## src/rtl/alu_vector_sequencer.sv

```systemverilog
// -----------------------------------------------------------------------------
// alu_vector_sequencer
//
// Purpose:
//   Stimulus sequencer for the ALU datapath. A writable table of DEPTH vectors
//   (operand A, operand B, opcode) is loaded while idle. A start request then
//   issues entries 0..len-1 to the ALU over a valid/ready handshake, either
//   once or repeatedly (loop), and finishes with a one-cycle done pulse.
//
// Optional feature (macro SEQ_CHECK_EN):
//   Adds an expected-result column to the table and compares in-order ALU
//   results against it, reporting a sticky error flag and a saturating
//   error count. With the macro undefined none of that hardware exists.
//
// Ports:
//   clk      in   1      clock, rising edge
//   reset    in   1      asynchronous active-high reset
//   start    in   1      begin a sequence (sampled only in IDLE)
//   abort    in   1      synchronous return to IDLE, highest priority
//   loop     in   1      wrap to entry 0 after the last entry (sampled at wrap)
//   len      in   LW     vectors to issue, clamped to DEPTH, captured at start
//   wr_en    in   1      table write strobe (honoured only in IDLE)
//   wr_addr  in   IW     table write address
//   wr_a     in   WIDTH  table write data, operand A
//   wr_b     in   WIDTH  table write data, operand B
//   wr_op    in   OPW    table write data, opcode
//   wr_exp   in   WIDTH+1 table write data, expected result (SEQ_CHECK_EN)
//   res      in   WIDTH+1 ALU result (SEQ_CHECK_EN)
//   res_vld  in   1      ALU result strobe (SEQ_CHECK_EN)
//   err      out  1      sticky result-mismatch flag (SEQ_CHECK_EN)
//   err_cnt  out  8      saturating mismatch count (SEQ_CHECK_EN)
//   A        out  WIDTH  operand A to ALU (registered)
//   B        out  WIDTH  operand B to ALU (registered)
//   op       out  OPW    opcode to ALU (registered)
//   valid    out  1      A/B/op hold a live vector
//   ready    in   1      ALU accepts the vector when valid && ready
//   busy     out  1      sequencer not idle
//   done     out  1      one-cycle pulse on normal completion
// -----------------------------------------------------------------------------
module alu_vector_sequencer #(
    parameter  int WIDTH = 5,
    parameter  int OPW   = 1,
    parameter  int DEPTH = 4,
    localparam int IW    = (DEPTH > 1) ? $clog2(DEPTH) : 1,
    localparam int LW    = $clog2(DEPTH + 1)
) (
    input  logic             clk,
    input  logic             reset,
    input  logic             start,
    input  logic             abort,
    input  logic             loop,
    input  logic [LW-1:0]    len,
    input  logic             wr_en,
    input  logic [IW-1:0]    wr_addr,
    input  logic [WIDTH-1:0] wr_a,
    input  logic [WIDTH-1:0] wr_b,
    input  logic [OPW-1:0]   wr_op,
`ifdef SEQ_CHECK_EN
    input  logic [WIDTH:0]   wr_exp,
    input  logic [WIDTH:0]   res,
    input  logic             res_vld,
    output logic             err,
    output logic [7:0]       err_cnt,
`endif
    output logic [WIDTH-1:0] A,
    output logic [WIDTH-1:0] B,
    output logic [OPW-1:0]   op,
    output logic             valid,
    input  logic             ready,
    output logic             busy,
    output logic             done
);

    typedef enum logic [1:0] {
        S_IDLE = 2'd0,
        S_RUN  = 2'd1,
        S_DONE = 2'd2
    } state_t;

    localparam logic [LW-1:0] DEPTH_L = LW'(DEPTH);

    // -------------------------------------------------------------------------
    // State and registered outputs
    // -------------------------------------------------------------------------
    state_t            r_state;
    logic [IW-1:0]     r_idx;
    logic [LW-1:0]     r_len_q;
    logic [WIDTH-1:0]  r_a;
    logic [WIDTH-1:0]  r_b;
    logic [OPW-1:0]    r_op;
    logic              r_valid;
    logic              r_busy;
    logic              r_done;

    // Vector table
    logic [WIDTH-1:0]  r_tab_a  [DEPTH];
    logic [WIDTH-1:0]  r_tab_b  [DEPTH];
    logic [OPW-1:0]    r_tab_op [DEPTH];

    // -------------------------------------------------------------------------
    // Combinational decode
    // -------------------------------------------------------------------------
    logic              w_idle;
    logic              w_wr_ok;
    logic              w_xfer;
    logic              w_last;
    logic [LW-1:0]     w_len_clamped;
    logic [IW-1:0]     w_idx_nxt;
    logic              w_hit0;
    logic [WIDTH-1:0]  w_a0;
    logic [WIDTH-1:0]  w_b0;
    logic [OPW-1:0]    w_op0;

    assign w_idle        = (r_state == S_IDLE);
    // Abort outranks every other input, table writes included.
    assign w_wr_ok       = w_idle && wr_en && !abort && (32'(wr_addr) < DEPTH);
    assign w_xfer        = r_valid && ready;
    assign w_last        = (LW'(r_idx) == (r_len_q - LW'(1)));
    assign w_len_clamped = (len > DEPTH_L) ? DEPTH_L : len;
    assign w_idx_nxt     = r_idx + IW'(1);

    // A write to entry 0 in the same cycle as start must be seen by the
    // vector presented on the following cycle, so forward it around the table.
    assign w_hit0 = w_wr_ok && (wr_addr == '0);
    assign w_a0   = w_hit0 ? wr_a  : r_tab_a[0];
    assign w_b0   = w_hit0 ? wr_b  : r_tab_b[0];
    assign w_op0  = w_hit0 ? wr_op : r_tab_op[0];

    // -------------------------------------------------------------------------
    // Vector table storage
    // -------------------------------------------------------------------------
    // NOTE: the table is cleared by reset because its contents are visible on
    // A/B/op after reset; this keeps it in flops rather than a RAM macro.
    always_ff @(posedge clk or posedge reset) begin
        if (reset) begin
            for (int i = 0; i < DEPTH; i++) begin
                r_tab_a[i]  <= '0;
                r_tab_b[i]  <= '0;
                r_tab_op[i] <= '0;
            end
        end else if (w_wr_ok) begin
            r_tab_a[wr_addr]  <= wr_a;
            r_tab_b[wr_addr]  <= wr_b;
            r_tab_op[wr_addr] <= wr_op;
        end
    end

    // -------------------------------------------------------------------------
    // Sequencer FSM with registered outputs
    // -------------------------------------------------------------------------
    always_ff @(posedge clk or posedge reset) begin
        if (reset) begin
            r_state <= S_IDLE;
            r_idx   <= '0;
            r_len_q <= '0;
            r_a     <= '0;
            r_b     <= '0;
            r_op    <= '0;
            r_valid <= 1'b0;
            r_busy  <= 1'b0;
            r_done  <= 1'b0;
        end else if (abort) begin
            // A transfer in this cycle still completes at the ALU; nothing
            // further is issued and done is not pulsed.
            r_state <= S_IDLE;
            r_idx   <= '0;
            r_a     <= '0;
            r_b     <= '0;
            r_op    <= '0;
            r_valid <= 1'b0;
            r_busy  <= 1'b0;
            r_done  <= 1'b0;
        end else begin
            case (r_state)
                S_IDLE: begin
                    r_done <= 1'b0;
                    if (start) begin
                        r_idx   <= '0;
                        r_len_q <= w_len_clamped;
                        r_busy  <= 1'b1;
                        if (len != '0) begin
                            r_state <= S_RUN;
                            r_a     <= w_a0;
                            r_b     <= w_b0;
                            r_op    <= w_op0;
                            r_valid <= 1'b1;
                        end else begin
                            // Empty sequence completes immediately.
                            r_state <= S_DONE;
                            r_done  <= 1'b1;
                        end
                    end
                end

                S_RUN: begin
                    if (w_xfer) begin
                        if (!w_last) begin
                            r_idx <= w_idx_nxt;
                            r_a   <= r_tab_a[w_idx_nxt];
                            r_b   <= r_tab_b[w_idx_nxt];
                            r_op  <= r_tab_op[w_idx_nxt];
                        end else if (loop) begin
                            r_idx <= '0;
                            r_a   <= r_tab_a[0];
                            r_b   <= r_tab_b[0];
                            r_op  <= r_tab_op[0];
                        end else begin
                            r_state <= S_DONE;
                            r_idx   <= '0;
                            r_a     <= '0;
                            r_b     <= '0;
                            r_op    <= '0;
                            r_valid <= 1'b0;
                            r_done  <= 1'b1;
                        end
                    end
                end

                S_DONE: begin
                    // start is deliberately not looked at here.
                    r_state <= S_IDLE;
                    r_done  <= 1'b0;
                    r_busy  <= 1'b0;
                end

                default: begin
                    r_state <= S_IDLE;
                    r_idx   <= '0;
                    r_a     <= '0;
                    r_b     <= '0;
                    r_op    <= '0;
                    r_valid <= 1'b0;
                    r_busy  <= 1'b0;
                    r_done  <= 1'b0;
                end
            endcase
        end
    end

    assign A     = r_a;
    assign B     = r_b;
    assign op    = r_op;
    assign valid = r_valid;
    assign busy  = r_busy;
    assign done  = r_done;

`ifdef SEQ_CHECK_EN
    // -------------------------------------------------------------------------
    // In-order result checker
    // -------------------------------------------------------------------------
    logic [WIDTH:0]    r_tab_exp [DEPTH];
    logic [IW-1:0]     r_chk_ptr;
    logic              r_err;
    logic [7:0]        r_err_cnt;
    logic              w_start_acc;
    logic              w_res_take;
    logic              w_chk_last;

    assign w_start_acc = w_idle && start && !abort;
    // Results are only meaningful while a sequence is live or just finishing;
    // an empty sequence has nothing to compare against.
    assign w_res_take  = res_vld && (r_state == S_RUN || r_state == S_DONE)
                         && (r_len_q != '0);
    assign w_chk_last  = (LW'(r_chk_ptr) == (r_len_q - LW'(1)));

    always_ff @(posedge clk or posedge reset) begin
        if (reset) begin
            for (int i = 0; i < DEPTH; i++) begin
                r_tab_exp[i] <= '0;
            end
        end else if (w_wr_ok) begin
            r_tab_exp[wr_addr] <= wr_exp;
        end
    end

    always_ff @(posedge clk or posedge reset) begin
        if (reset) begin
            r_chk_ptr <= '0;
            r_err     <= 1'b0;
            r_err_cnt <= '0;
        end else if (w_start_acc) begin
            r_chk_ptr <= '0;
            r_err     <= 1'b0;
            r_err_cnt <= '0;
        end else if (w_res_take) begin
            if (res != r_tab_exp[r_chk_ptr]) begin
                r_err <= 1'b1;
                if (r_err_cnt != 8'hFF) begin
                    r_err_cnt <= r_err_cnt + 8'd1;
                end
            end
            // Pointer wraps with the issued sequence when looping.
            r_chk_ptr <= w_chk_last ? '0 : (r_chk_ptr + IW'(1));
        end
    end

    assign err     = r_err;
    assign err_cnt = r_err_cnt;
`endif

endmodule

```

## config.mk

```make
export PLATFORM = sky130hd
export DESIGN_NAME = alu_vector_sequencer
export DESIGN_NICKNAME = d
export VERILOG_FILES = /design/src/rtl/alu_vector_sequencer.sv
export SDC_FILE = /design/constraint.sdc
export NUM_CORES = 1
export LEC_CHECK = 0
export ABC_CLOCK_PERIOD_IN_PS = 2000
export CORE_ASPECT_RATIO = 1.1
export CORE_MARGIN = 5
export CORE_UTILIZATION = 44
export CTS_BUF_LIST = sky130_fd_sc_hd__clkbuf_8 sky130_fd_sc_hd__clkbuf_16
export CTS_CLUSTER_DIAMETER = 80
export DETAILED_ROUTE_END_ITERATION = 16
export GPL_TIMING_DRIVEN = 1
export PLACE_DENSITY = 0.67
export SYNTH_ARGS = -nofsm -noshare
export SYNTH_HDL_FRONTEND = slang
export SYNTH_SLANG_ARGS = --single-unit
```

## constraint.sdc

```tcl
create_clock -name clk -period 2 [get_ports clk]
set_clock_uncertainty 0.05 [all_clocks]
set_input_delay 0.2 -clock clk [delete_from_list [all_inputs] [get_ports clk]]
set_output_delay 0.2 -clock clk [all_outputs]
set_load 0.05 [all_outputs]
```

* Word level (Yosys, flattened, before mapping)
Cells that the tools add are included.
** Storage, ports and cells
- Output and inout bits :: 14
- Bits of input ports :: 23
- Register bits :: 65
** Operators by class
- Equal/unequal tests :: 10
- Multiplexer cells :: 70
- Add/subtract/negate cells :: 2
- Reduce and logical (&&, ||, !) cells :: 16
- Bitwise logic cells :: 3
- Magnitude comparators :: 4
** Operator list (count)
- $mux 5 :: 19
- $bwmux 20 :: 2
- $pmux 5 s3 :: 2
- $mux 1 :: 24
- $bmux 5 s2 :: 2
- $mux 2 :: 10
- $ne 3x3->1 const B :: 4
- $demux 5 s2 :: 1
- $reduce_and 3->1 :: 3
- $reduce_and 4->1 :: 2
- $ge 3x3->1 const B :: 2
- $not 2->3 :: 2
- $pmux 1 s3 :: 2
- $pmux 2 s3 :: 1
- $reduce_and 6->1 :: 1
- $logic_and 1x1->1 :: 5
- $bwmux 4 :: 1
- $logic_not 2->1 :: 2
- $ne 2x2->1 const B :: 2
- $pmux 1 s2 :: 2
- $pmux 2 s2 :: 1
- $eq 2x3->1 :: 1
- $gt 3x3->1 const B :: 1
- $lt 3x1->1 const B :: 1
- 12 further kinds :: 12

* Depth between registers and ports, before layout
Gate-level depths: netlist of the first run.
- Depth in word-level cells :: 9
- Mapped depth :: 9
- Gate-level depth less buffers :: 7

* Worst setup path after synthesis of the first run
Ideal clock, no wire load.
- Path type :: register to register
- Start point :: register r_len_q[0]
- End point :: register r_a[1], in the netlist A[1]
- Required time :: 1.815 ns
- Period minus slack after synthesis :: 2.032 ns
- Slack :: -0.032 ns
- Cell stages (with the launch flop) :: 8
- Library setup time :: 0.135 ns
- Arrival :: 1.847 ns
- Cells stage by stage :: dfrtp_1 > inv_1 > ha_1 > or3b_2 > a311oi_1 > a21oi_1 > o22ai_1 > o211ai_1
** On the way
- Longest elaborated chain between the ends :: 6
** RTL lines
- start, declared :: RTL line 87 : logic [LW-1:0] r_len_q;
- start signal, assigned :: RTL line 179 : r_len_q <= w_len_clamped;
- $sub 3x1->3 :: RTL line 118 : assign w_last = (LW'(r_idx) == (r_len_q - LW'(1)));
- $eq 2x3->1 :: RTL line 118
- $mux 5 :: RTL line 197 : if (!w_last) begin
- $mux 5 :: RTL line 196 : if (w_xfer) begin
- $pmux 5 s3 :: RTL line 174 : case (r_state)
- $mux 5 :: RTL line 162 : end else if (abort) begin
- end signal, assigned :: RTL line 183 : r_a <= w_a0;
- end signal, assigned :: RTL line 199 : r_a <= r_tab_a[w_idx_nxt];
- end signal, assigned :: RTL line 204 : r_a <= r_tab_a[0];
- end, declared :: RTL line 88 : logic [WIDTH-1:0] r_a;
No other way between the ends. The select of a mux whose other input is x is not followed.
A chain may end at the register's enable or synchronous reset.

* Worst setup path after layout of the first run
- Start point :: register r_len_q[0]
- End point :: register r_a[4], in the netlist A[4]
Same word-level chain as after synthesis.

==> results by group, run 1 <==
Status
  • Status: finished clean

Yosys
  • Post-Syn Area: 3190 um^2
  • Mapped Nets: 309
  • Synth unique cells: 42
  • Post-synth EDFFs: 0
  • Synthesized instance count: 285
  • Register area share after synthesis: 50.9%
  • YS warnings: 0
  • FF+latch count, synth: 65
  • Top_reg_cell synth: dfrtp_1
  • Async S/R FF share, synth: 100%
  • Syn avg cell area: about 11 um^2

Global route
  • Largest net degree at the start of global routing: 66
  • First-pass GRT wire length: 13,300 um
  • Vias in the first global route: 2,593
  • GRT overflow: 0
  • Initial antenna violation count: 0
  • GRT Util Overall: 18.6%

Worst setup path
  • R2r endpoint: A[4]
  • CP Capture Type: flop
  • Worst r2r path cells: 7
  • Kind of critical path: flop to flop
  • CP max FO: 6
  • Startpoint types: flop
  • R2r setup slk: 0.05 ns
  • WP data required: roughly 2.2 ns
  • R2r startpoint: r_len_q[0]
  • CP arrival: 2.15 ns

Clock network
  • CTS tree: done
  • Clk sinks: 65
  • Clock Path Buffers: 2
  • Num CTS Buffers: 9
  • CTS root buf: clkbuf_8
  • H-tree depth: 3
  • Clock Latency Late Sink: 0.34 ns
  • Clk pin slew, worst setup/hold paths: around 0.07 ns

Routing
  • Via/cell ratio: 5.72
  • Routed len/inst: 18.2 um
  • Routed vias: 2,482
  • Residual DRC: 0
  • Routed WL: 7920 um
  • Pre-antenna DRT Iters: 4
  • Initial drt markers: approximately 110
  • ANT nets after route: 0

Floorplanning
  • Core Box Area: 7050 um^2
  • Boundary pin count: 37
  • Die area: 9060 um^2
  • Initial Utilization: 45.3%
  • Die Height: 99.3 um
  • Site Rows: 32
  • Die Wd: 91.2 um

Cells and area
  • Filler cells: 620
  • Inserted Diodes: 0
  • Final Util: 57.4%
  • Finished Cell Area: 4050 um^2
  • Final #Nets: 368
  • Share of layout cells above drive strength 1: between 20% and 30%
  • Area Growth Syn to Fin: 26.8%

STA
  • Worst Tran Pin Value: around 0.50 ns
  • FMAX: 0.514 GHz
  • Setup violators final: 0
  • Fin crit period: slightly below 2 ns
  • Setup Total Neg Slack: 0 ns
  • Slew Limit Fails: 0
  • Fin. Hold Viols: 0
  • Max-slew headroom: 66.5%
  • Period Utilization, post-route: 97.3%

Power
  • Combinational power share: a little under a third
  • Pwr dens: between 1000 and 1500 nW/um^2
  • Sw Ratio: 31.5%
  • Flop pwr share: a little over two fifths
  • Clock power frac: 26.0%
  • VDD IR max: ~0.54 mV
  • Static Leakage: roughly 1.7 nW
  • Internal power: 2.85 mW
  • Psw: 1.31 mW
  • Total Power: 4.16 mW

Placed design
  • Port bufs: 36
  • Hpwl dp: 5240 um
  • GP Congestion: 0.787
  • Dpl cell area: 3810 um^2

Hold path
  • Worst Hold Class: primary input to async pin

Job
  • Max cap viols: 0
==> layout by cell type (no fill, tap or decap), types with 2 or more instances in the layout <==
master            n
dfrtp_1          65
mux2_2           45
clkdlybuf4s50_1  36
buf_4            29
a21oi_1          17
nor2_1           15
nand2_1          15
inv_1            11
o22ai_1          10
clkbuf_8         10
nor3_1            8
mux2i_1           8
nand3_1           7
a211oi_1          6
o211ai_1          5
o221ai_1          5
a31o_1            5
nand2b_1          4
o21ai_0           4
nor2b_1           4
and3_1            3
xnor2_1           3
o21a_1            2
a211o_1           2
o311a_1           2
inv_2             2
o31ai_1           2
nand4b_1          2
clkinv_2          2
==> metal layers <==
layer / vias up / track usage, % / wire length [um]
met1: 1246 / 23.3 / 3470
met3: 21 / 4.16 / 284
li1: 1163 / - / -
met4: 0 / 10.3 / 257
met2: 52 / 29.7 / 3900
met5: - / 0 / 0
==> final cells by class <==
class                      count  area [um^2]  share of cell area [%]
tap                           85          106                    2.63
multi-input combinational    192         1490                    36.8
timing repair buffer          66          598                    14.8
clock buffer                  10          138                    3.40
clock inverter                 6         51.3                    1.27
sequential                    65         1630                    40.2
inverter                      10         37.5                   0.927
==> synth_stat cells, types with 5 or more instances <==
cell type | n | share of area [%]
dfrtp_1 | 65 | 51
mux2_2 | 45 | 16
a21oi_1 | 18 | 2.8
nand2_1 | 15 | 1.8
nor2_1 | 15 | 1.8
o22ai_1 | 11 | 2.2
inv_1 | 10 | 1.2
clkbuf_1 | 9 | 1.1
mux2i_1 | 8 | 2.5
nor3_1 | 8 | 1.3
nand3_1 | 7 | 1.1
a211oi_1 | 6 | 1.4
a31o_1 | 5 | 1.4
buf_2 | 5 | 0.78
o211ai_1 | 5 | 1.2
o221ai_1 | 5 | 1.4
==> state kept, by name (all words and copies together) (netlist names) <==
| signal | count |
|---|---|
| r_tab_a | 20 |
| r_tab_b | 20 |
| A | 5 |
| B | 5 |
| r_tab_op | 4 |
| r_len_q | 3 |
| r_idx | 2 |
| r_state | 2 |
| busy | 1 |
| done | 1 |
| op | 1 |
| valid | 1 |
==> power groups by stage <==
stage / combinational (mW) / sequential [mW] / clock (mW)
after global routing: 1.38 / 1.85 / 1.17
after CTS: 1.24 / 1.81 / 1.11
final: 1.26 / 1.81 / 1.08
after global placement: 1.19 / 1.82 / 0
after detailed placement: 1.22 / 1.83 / 0
after floorplan: 0.687 / 1.95 / 0
==> timing repair <==
item / CTS / global route
hold buffers: 0 / 0
cloned: 0 / 0
gates resized for setup: 5 / 2
setup buffers: 0 / 2
setup endpoints to repair: 10 / 7
pin swaps: 2 / 0
==> critical path, cell delays in order, from the launching register on <==
cell and delay [ns]:
dfrtp_1 0.40, inv_2 0.09, ha_4 0.21, xnor2_1 0.17, or3_4 0.40, buf_4 0.17, a31o_1 0.21, o22ai_1 0.16
==> worst max path at each step <==
stage	cells after the start	end	slack (ns)	from
after CTS	7	A[4]	0.06	r_len_q[0]
final	7	A[4]	0.05	r_len_q[0]
after detailed placement	7	B[0]	-0.17	r_len_q[0]
after floorplan	7	A[1]	0.005	r_len_q[0]
after global placement	7	B[0]	-0.04	r_len_q[0]
after global routing	8	A[3]	-0.001	r_len_q[0]
==> cells by family (layout without fill, tap and decap cells) <==
family	after synthesis	after routing	share of synthesized area, %
AOI/OAI and AO/OA	67	67	14.3
DFF	65	65	50.9
adders and majority gates	1	1	0.392
buffers and inverters	28	92	3.72
and+or+nand+nor	66	66	10.4
muxes	54	54	19.1
xor gates and xnor gates	4	4	1.10
==> per-stage QoR <==
stage / setup WS [ns] / hold WS [ns] / std cells
after floorplan: 0.00480 / 0.298 / 285
after global placement: -0.0406 / 0.417 / 416
after detailed placement: -0.167 / 0.436 / 416
after CTS: 0.0642 / 0.200 / 432
after global routing: -0.00146 / 0.227 / 434
final: 0.0533 / 0.175 / 434
Note: power is estimated with default switching activity, not from simulation.
==> run 2: changes to the inputs <==
Settings changed: GPL_ROUTABILITY_DRIVEN set to 0.
==> results of run 2 <==
The final DEF is identical to that of run 1; final timing and power are the same.
